$ cat src/rtl/angle_ctrl_pkg.sv
// Package shared by the angle start-up sequencer and its sub-blocks.
// It holds the FSM state width and the state codes. The state register is a
// plain vector, so an illegal code 5..7 can still be observed and recovered from.
package angle_ctrl_pkg;

    localparam int STATE_W = 3;

    localparam logic [STATE_W-1:0] S_IDLE   = 3'd0;
    localparam logic [STATE_W-1:0] S_ALIGN  = 3'd1;
    localparam logic [STATE_W-1:0] S_RAMP   = 3'd2;
    localparam logic [STATE_W-1:0] S_RUN    = 3'd3;
    localparam logic [STATE_W-1:0] S_RAMPDN = 3'd4;

endpackage

$ cat src/rtl/ramp_tick_gen.sv
// ramp_tick_gen: free-running step divider for the prescaler ramps.
//   aclk   in   system clock (rising edge)
//   reset  in   synchronous, active-high reset
//   clr    in   forces the counter to 0 and suppresses tick in this cycle
//   div    in   tick period minus one
//   tick   out  one-cycle pulse every div+1 cycles
module ramp_tick_gen
    import angle_ctrl_pkg::*;
#(
    parameter int RAMP_DIV_WIDTH = 16
) (
    input  logic                      aclk,
    input  logic                      reset,
    input  logic                      clr,
    input  logic [RAMP_DIV_WIDTH-1:0] div,
    output logic                      tick
);

    localparam logic [RAMP_DIV_WIDTH-1:0] CNT_ONE = RAMP_DIV_WIDTH'(1);

    logic [RAMP_DIV_WIDTH-1:0] cnt_q;

    // The compare uses >= so that a counter somehow above div still wraps at once.
    assign tick = (!clr) && (cnt_q >= div);

    // Divider counter: the counter clears on clr and wraps after it reaches div.
    always_ff @(posedge aclk) begin
        if (reset) begin
            cnt_q <= '0;
        end else if (clr) begin
            cnt_q <= '0;
        end else if (cnt_q >= div) begin
            cnt_q <= '0;
        end else begin
            cnt_q <= cnt_q + CNT_ONE;
        end
    end

endmodule

$ cat src/rtl/angle_ramp_ctrl.sv
// angle_ramp_ctrl: open-loop start-up sequencer for angle_gen.
// The sequence is IDLE -> ALIGN (rotor held at angle 0) -> RAMP (prescaler
// falls to target) -> RUN. It then goes RAMPDN (prescaler climbs back to
// start) -> IDLE.
//   aclk, reset                 clock and synchronous active-high reset
//   start, stop                 level requests (start only honoured in IDLE)
//   prescaler_start/_target     ramp end points, latched on start
//   ramp_div, align_time        ramp step period-1 and align length-1, latched on start
//   angle_prescaler             registered prescaler for angle_gen
//   angle_gen_resetn, pwm_en    registered angle_gen reset and PWM enable
//   state, running, done        status: FSM code, RUN flag, end-of-rampdown pulse
module angle_ramp_ctrl
    import angle_ctrl_pkg::*;
#(
    parameter int PRESCALER_WIDTH = 12,
    parameter int RAMP_DIV_WIDTH  = 16,
    parameter int ALIGN_WIDTH     = 24
) (
    input  logic                       aclk,
    input  logic                       reset,
    input  logic                       start,
    input  logic                       stop,
    input  logic [PRESCALER_WIDTH-1:0] prescaler_start,
    input  logic [PRESCALER_WIDTH-1:0] prescaler_target,
    input  logic [RAMP_DIV_WIDTH-1:0]  ramp_div,
    input  logic [ALIGN_WIDTH-1:0]     align_time,
    output logic [PRESCALER_WIDTH-1:0] angle_prescaler,
    output logic                       angle_gen_resetn,
    output logic                       pwm_en,
    output logic [STATE_W-1:0]         state,
    output logic                       running,
    output logic                       done
);

    localparam logic [PRESCALER_WIDTH-1:0] PRESC_ONE = PRESCALER_WIDTH'(1);
    localparam logic [ALIGN_WIDTH-1:0]     ALIGN_ONE = ALIGN_WIDTH'(1);

    logic [STATE_W-1:0]         state_q;
    logic [PRESCALER_WIDTH-1:0] presc_q;
    logic                       resetn_q;
    logic                       pwm_q;
    logic                       running_q;
    logic                       done_q;
    logic                       clr_q;
    logic [PRESCALER_WIDTH-1:0] start_q;
    logic [PRESCALER_WIDTH-1:0] target_q;
    logic [RAMP_DIV_WIDTH-1:0]  div_q;
    logic [ALIGN_WIDTH-1:0]     align_q;
    logic [ALIGN_WIDTH-1:0]     align_cnt_q;
    logic                       tick_d;

    // clr_q is high in the first cycle of every state, so each state's first
    // step lands div+1 cycles after entry.
    ramp_tick_gen #(
        .RAMP_DIV_WIDTH (RAMP_DIV_WIDTH)
    ) u_tick (
        .aclk  (aclk),
        .reset (reset),
        .clr   (clr_q),
        .div   (div_q),
        .tick  (tick_d)
    );

    assign angle_prescaler  = presc_q;
    assign angle_gen_resetn = resetn_q;
    assign pwm_en           = pwm_q;
    assign state            = state_q;
    assign running          = running_q;
    assign done             = done_q;

    // Sequencer FSM: state, registered outputs, config latches and align counter.
    always_ff @(posedge aclk) begin
        if (reset) begin
            state_q     <= S_IDLE;
            presc_q     <= '0;
            resetn_q    <= 1'b0;
            pwm_q       <= 1'b0;
            running_q   <= 1'b0;
            done_q      <= 1'b0;
            clr_q       <= 1'b1;
            start_q     <= '0;
            target_q    <= '0;
            div_q       <= '0;
            align_q     <= '0;
            align_cnt_q <= '0;
        end else begin
            done_q <= 1'b0;
            clr_q  <= 1'b0;
            case (state_q)
                S_IDLE: begin
                    resetn_q  <= 1'b0;
                    running_q <= 1'b0;
                    // A simultaneous stop vetoes the start.
                    if (start && !stop) begin
                        start_q     <= prescaler_start;
                        target_q    <= prescaler_target;
                        div_q       <= ramp_div;
                        align_q     <= align_time;
                        presc_q     <= prescaler_start;
                        align_cnt_q <= '0;
                        pwm_q       <= 1'b1;
                        clr_q       <= 1'b1;
                        state_q     <= S_ALIGN;
                    end else begin
                        pwm_q   <= 1'b0;
                        state_q <= S_IDLE;
                    end
                end
                S_ALIGN: begin
                    if (stop) begin
                        pwm_q    <= 1'b0;
                        resetn_q <= 1'b0;
                        clr_q    <= 1'b1;
                        state_q  <= S_IDLE;
                    end else if (align_cnt_q >= align_q) begin
                        resetn_q <= 1'b1;
                        clr_q    <= 1'b1;
                        state_q  <= S_RAMP;
                    end else begin
                        align_cnt_q <= align_cnt_q + ALIGN_ONE;
                    end
                end
                S_RAMP: begin
                    // Using <= here also covers a target at or above the start value.
                    if (stop) begin
                        clr_q   <= 1'b1;
                        state_q <= S_RAMPDN;
                    end else if (presc_q <= target_q) begin
                        running_q <= 1'b1;
                        clr_q     <= 1'b1;
                        state_q   <= S_RUN;
                    end else if (tick_d) begin
                        presc_q <= presc_q - PRESC_ONE;
                    end else begin
                        presc_q <= presc_q;
                    end
                end
                S_RUN: begin
                    if (stop) begin
                        running_q <= 1'b0;
                        clr_q     <= 1'b1;
                        state_q   <= S_RAMPDN;
                    end else begin
                        running_q <= 1'b1;
                    end
                end
                S_RAMPDN: begin
                    // stop is deliberately not looked at here.
                    if (presc_q >= start_q) begin
                        pwm_q    <= 1'b0;
                        resetn_q <= 1'b0;
                        done_q   <= 1'b1;
                        clr_q    <= 1'b1;
                        state_q  <= S_IDLE;
                    end else if (tick_d) begin
                        presc_q <= presc_q + PRESC_ONE;
                    end else begin
                        presc_q <= presc_q;
                    end
                end
                default: begin
                    pwm_q     <= 1'b0;
                    resetn_q  <= 1'b0;
                    running_q <= 1'b0;
                    clr_q     <= 1'b1;
                    state_q   <= S_IDLE;
                end
            endcase
        end
    end

endmodule

$ cat config.mk
export PLATFORM = sky130hd
export DESIGN_NAME = angle_ramp_ctrl
export DESIGN_NICKNAME = d
export VERILOG_FILES = /design/src/rtl/angle_ctrl_pkg.sv /design/src/rtl/ramp_tick_gen.sv /design/src/rtl/angle_ramp_ctrl.sv
export SDC_FILE = /design/constraint.sdc
export NUM_CORES = 1
export LEC_CHECK = 0
export CORE_MARGIN = 1
export CORE_UTILIZATION = 50
export DETAILED_ROUTE_END_ITERATION = 10
export PLACE_DENSITY = 0.73
export SETUP_SLACK_MARGIN = 0.2
export SLEW_MARGIN = 20
export SYNTH_ARGS = -nofsm -noshare
export SYNTH_HDL_FRONTEND = slang
export SYNTH_SLANG_ARGS = --single-unit
$ cat constraint.sdc
create_clock -name aclk -period 5.2 [get_ports aclk]
set_input_delay 0.52 -clock aclk [delete_from_list [all_inputs] [get_ports aclk]]
set_output_delay 0.52 -clock aclk [all_outputs]
set_load 0.03 [all_outputs]
-- Word-level counts from Yosys, hierarchy flattened
Cells that the tools add are included.
- memories kept: 0
- output and inout port bits: 19
- memory bits (writable): 0
- latch bits: 0
- logic and storage cells: 97
- input port bits: 68
- register bits: 124
- ROM bits: 0
- multipliers: 0
- mux-type cells: 37
- bitwise logic cells: 3
- divide/modulo/power cells: 0
- shift-type cells: 0
- $lt $le $gt $ge: 4
- eq/ne operators: 18
- add/subtract/negate cells: 4
- reductions and logical operators: 18
- operators by type and width (operator ; number):
    two-way mux 12 bit ; 6
    two-way mux 24 bit ; 3
    case mux 24 bit (2 select lines) ; 1
    case mux 12 bit (3 select lines) ; 1
    adder 24 x 1 -> 24 bit, second input constant ; 1
    greater-or-equal comparator 24 bit ; 1
    != test 2 bit, second input constant ; 12
    two-way mux 3 bit ; 6
    adder 16 x 1 -> 16 bit, second input constant ; 1
    greater-or-equal comparator 16 bit ; 1
    two-way mux 1 bit ; 15
    case mux 3 bit (5 select lines) ; 1
    adder 12 x 1 -> 12 bit, second input constant ; 1
    greater-or-equal comparator 12 bit ; 1
    <= comparator 12 bit ; 1
    subtractor 12 x 1 -> 12 bit, second input constant ; 1
    AND reduction 3 bit ; 3
    AND reduction 4 bit ; 2
    AND reduction 7 bit ; 1
    equality test 3 x 2 -> 1 bit, second input constant ; 2
    != test 3 bit, second input constant ; 2
    case mux 1 bit (3 select lines) ; 2
    OR reduction 2 bit ; 3
    case mux 1 bit (5 select lines) ; 1
    11 further kinds ; 15

-- Longest topological paths before layout
- depth after elaboration: 6
- depth in mapped cells: 12

-- By module
A second synthesis with hierarchy kept.
- cells, all modules: 905
- area total of the unflattened synthesis: 7065.5 sq um
- by module, submodules not included (module ; times used ; area each (sq um) ; cells each):
    angle_ramp_ctrl ; 1 ; 5988.2 ; 775
    ramp_tick_gen ; 1 ; 1077.3 ; 130

-- Least setup slack after synthesis
OpenSTA, ideal clock, no wires.
- path type: reg-to-reg
- from: register state_q[2] (netlist: state[2])
- to: register presc_q[10] (netlist: angle_prescaler[10])
- clock period less this slack: 2.858 ns
- path buffers: 1
- arrival: 2.767 ns
- slack: 2.342 ns
- cell stages (with the launch flop): 12
- required time: 5.109 ns
- cell sequence: dfxtp_1 buf_2 nand2_1 fa_1 a211oi_1 nor2_1 nor3_1 o21ai_0 a31oi_1 xnor2_1 nand2_1 a311oi_1
- cells in the longest elaborated chain, start to end: 3
- elaborated cells between the ends (all ways): 12
- classes of those cells: 8 x eq/ne; 1 x mux; 3 x reduce/logical
- ends and longest elaborated chain (item ; RTL line ; RTL):
    from (decl) ; angle_ramp_ctrl.sv:38 ; logic [STATE_W-1:0] state_q;
    from (signal assigned) ; angle_ramp_ctrl.sv:74 ; state_q <= S_IDLE;
    from (signal assigned) ; angle_ramp_ctrl.sv:103 ; state_q <= S_ALIGN;
    from (signal assigned) ; angle_ramp_ctrl.sv:106 ; state_q <= S_IDLE;
    equality test 3 bit, or another cell as far along ; angle_ramp_ctrl.sv:89 ; case (state_q)
    != test 2 bit (no source line) / nonzero test 3 bit (equally long branches) ; -- ;
    AND reduction 7 bit (no source line) ; -- ;
    to (signal assigned) ; angle_ramp_ctrl.sv:99 ; presc_q <= prescaler_start;
    to (signal assigned) ; angle_ramp_ctrl.sv:133 ; presc_q <= presc_q - PRESC_ONE;
    to (signal assigned) ; angle_ramp_ctrl.sv:135 ; presc_q <= presc_q;
    to (decl) ; angle_ramp_ctrl.sv:39 ; logic [PRESCALER_WIDTH-1:0] presc_q;
Parallel ways exist; a longest one is shown, timed or not.
A chain may end at the register's enable or synchronous reset.

-- Final worst setup path
- from: register state_q[0] (netlist: state[0])
- to: register presc_q[10] (netlist: angle_prescaler[10])
Same word-level chain as after synthesis.

==> impl_metrics.tcl <==
set metrics [dict create \
    power_frac_seq_pct 39.8 \
    arrival_ns 3.71 \
    syn_avg_cell_area_um2 7.798 \
    rsz0062_at_grt "no" \
    p_leak_uw 0.003327 \
    core_area_mm2 0.01351 \
    first_global_vias 5769 \
    port_buffers 86 \
    postLayoutSetupSlackWorst_ns 1.822 \
    fin_crit_ns 3.378 \
    ys_ff_latch 124 \
    crit_type "reg -> reg" \
    root_buffer "clkbuf_16" \
    synth_xor_area_share_pct 3.856 \
    relSlewSlack_pct 50.50 \
    netSwitchingFraction_pct 27.52 \
    post-cts-setup-buffers 0 \
    r2r_cells 11 \
    num_antenna_cells 0 \
    synth_compound_area_share_pct 17.73 \
    startpoint_type "flop" \
    place_congestion 0.8981 \
    cp-end-kind "flop" \
    ctsResizeCount 0 \
    ctsLongestPathBuffers 2 \
    routed_wirelength_mm 16.42 \
    drt_first_iter_violations 360 \
    area_growth_pct 21.64 \
    fillers 1192 \
    crit_path_top_delay_cell "fa_1" \
    grt_pass1_wl_mm 27.42 \
    grtUsageTotal_pct 23.91 \
    yosys.area_share.simple_pct 21.87 \
    pre_cts_ws_ns 1.987 \
    path_common_cell "nand2_1" \
    layout.nets 1122 \
    syn_inst 903 \
    antenna_found_initial 0 \
    initial_core_util_pct 52.14 \
    cp_max_fo 14 \
    rows 42 \
    max_cap_violations 0 \
    synth-async-reset-ratio_pct 0 \
    overflow 0 \
    fin_worst_skew_ns 0.006570 \
    p_int_uw 1868 \
    tightest_slew_ns 0.7425 \
    synthMuxAreaShare_pct 1.421 \
    synth_commonest_cells "184 x nand2_1, 124 x dfxtp_1, 112 x a21oi_1" \
    insertion_delay_ns 0.42 \
    setup_viol 0 \
    min_delay_path_depth 2 \
    ys.flop_type "dfxtp_1" \
    crit_chain "nor2_4 > nand2_1 > fa_1 > a211oi_1 > nor2_1 > nor3_1 > o21ai_0 > a31oi_1 > xnor2_1 > nand2_1 > a311oi_1" \
    synth_top_family_by_area "simple AND/OR/NAND/NOR gates" \
    setup_tns_ns 0 \
    die_x_um 120.7 \
    fp.dieH_um 120.7 \
    h-tree-depth 4 \
    post_synth_num_cell_types 60 \
    drt-pass1-iter-count 7 \
    cts_buffers 17 \
    fin_crit_sh_pct 64.97 \
    synth_edf_count 0 \
    synthAdderAreaFrac_pct 13.79 \
    ys_seq_area_share_pct 35.25 \
    dpl.hpwl_mm 11.60 \
    die_area_mm2 0.01456 \
    path_clk_slew_ns 0.05 \
    synthTopCellsByArea "dfxtp_1 35%, ha_1 14%, nand2_1 9.8%" \
    vias 6256 \
    vias_per_cell 5.365 \
    numClockSinks 124 \
    synth_fp_nets 1048 \
    hp-class "reg -> reg" \
    status "finished, final reports clean" \
    drv_slew 0 \
    fmax_ghz 0.2960 \
    final_util_pct 63.42 \
    crit_family "simple AND/OR/NAND/NOR gates" \
    hold_buffers 0 \
    critPathMaxStageDelay_ns 0.59 \
    synth_area_mm2 0.007042 \
    hold_viol 0 \
    drc_errors 0 \
    wl_per_cell_um 14.08 \
    power_frac_clock_pct 42.5 \
    ir_drop_v 0.0002900 \
    final_layout_size_suffix_gt1_share_pct 5.455 \
    io_pins 87 \
    p_total_uw 2578 \
    cts_tree "built" \
    pwr_density_cell_mw_per_mm2 301.0 \
    synth_most_common_cell "nand2_1" \
    switchingPower_uw 709.5 \
    ys_warn_count 0 \
    synth_top_area_cell "dfxtp_1" \
    yosysTopAreaCellShare_pct 35.25 \
    path_depth 11 \
    grt_start_max_net_pins 50 \
    final_antenna_net_count 0 \
    worst-path-buf-inv 0 \
    comb_power_share_pct 17.8 \
    required_ns 5.53 \
]
==> cell families after synthesis <==
group / after synthesis
multiplexers: 10
AO/OA/AOI/OAI: 203
flip-flops: 124
buffers and inverters: 110
AND/OR/NAND/NOR: 348
adder cells (fa/ha/maj): 77
XOR/XNOR: 31
==> cells in the final DEF (no fill, tap or decap), drive strengths merged, types with 2 or more instances in the layout <==
master	Yosys	layout
o21a	3	3
nand2	185	185
and4	2	2
clkinv	0	6
o41ai	3	3
o21bai	2	2
and3	11	11
nand3	23	23
inv	73	73
a311oi	8	8
a21o	9	9
a31o	2	2
dfxtp	124	124
a21oi	113	113
nor2b	3	3
nand4	14	14
a41o	2	2
a211oi	11	11
nand2b	3	3
nor2	72	72
buf	8	7
clkdlybuf4s50	0	85
ha	76	76
a21boi	4	4
or3	7	7
nor4	3	3
xnor2	21	21
or2	3	3
a31oi	4	4
clkbuf	29	24
o311ai	3	3
mux2i	10	10
or4	3	3
and2	2	2
nor3b	2	2
xor2	10	10
nor3	12	12
o211ai	5	5
o21ai	27	27
==> power by group through the flow <==
| stage | Clock (uW) | Sequential, uW | Combinational, uW |
|---|---|---|---|
| 3_5_place_dp | 0 | 1050 | 452 |
| 5_1_grt | 1160 | 1030 | 512 |
| 6_report | 1090 | 1030 | 458 |
| 2_1_floorplan | 0 | 1050 | 293 |
| 4_1_cts | 1110 | 1030 | 456 |
| 3_3_place_gp | 0 | 1040 | 448 |
==> routing by layer <==
layer / GRT usage, % / routed length (um) / part of all wire, %
met1: 30.64 / 7800 / 48
met2: 39.37 / 7728 / 47
met3: 5.896 / 717 / 4.4
met4: 7.562 / 172 / 1.0
met5: 0 / 0 / 0
==> cell type report <==
class	count	area [um2]	area share, %
multi-input cells	669	4141	48.35
repair buffers	92	908.4	10.60
inverters	73	274.0	3.199
clock inverters	8	67.56	0.7888
clock buffers	24	471.7	5.507
well taps	176	220.2	2.571
flip-flops and latches	124	2482	28.98
==> final timing paths <==
path | slack, ns | startpoint | to
setup reg to reg | 1.82 | state[0] | angle_prescaler[10]
hold reg to reg | 0.45 | target_q[5] | target_q[5]
hold / removal | 0.45 | target_q[5] | target_q[5]
setup / recovery | 1.82 | state[0] | angle_prescaler[10]
==> worst min-delay path, delay by kind of cell (launching register included) <==
kind            cells  cell delay (ns)
compound gates      1             0.05
simple gates        1             0.05
flops               1             0.30
==> sequential cells by signal, indices dropped and copies added, names as in the netlist <==
signal / flops
target_q: 12
running: 1
pwm_en: 1
div_q: 16
u_tick.cnt_q: 16
align_q: 24
align_cnt_q: 24
start_q: 12
angle_prescaler: 12
angle_gen_resetn: 1
clr_q: 1
done: 1
state: 3
==> stage by stage <==
stage               instance area, um2  cells  hold slack [ns]
floorplan                         7042    903           0.4363
global placement                  8008   1133           0.4435
detailed placement                8011   1133           0.4470
CTS                               8551   1165           0.4549
global route                      8566   1166           0.4694
finish                            8566   1166           0.4504
(Power assumes the default switching activity.)
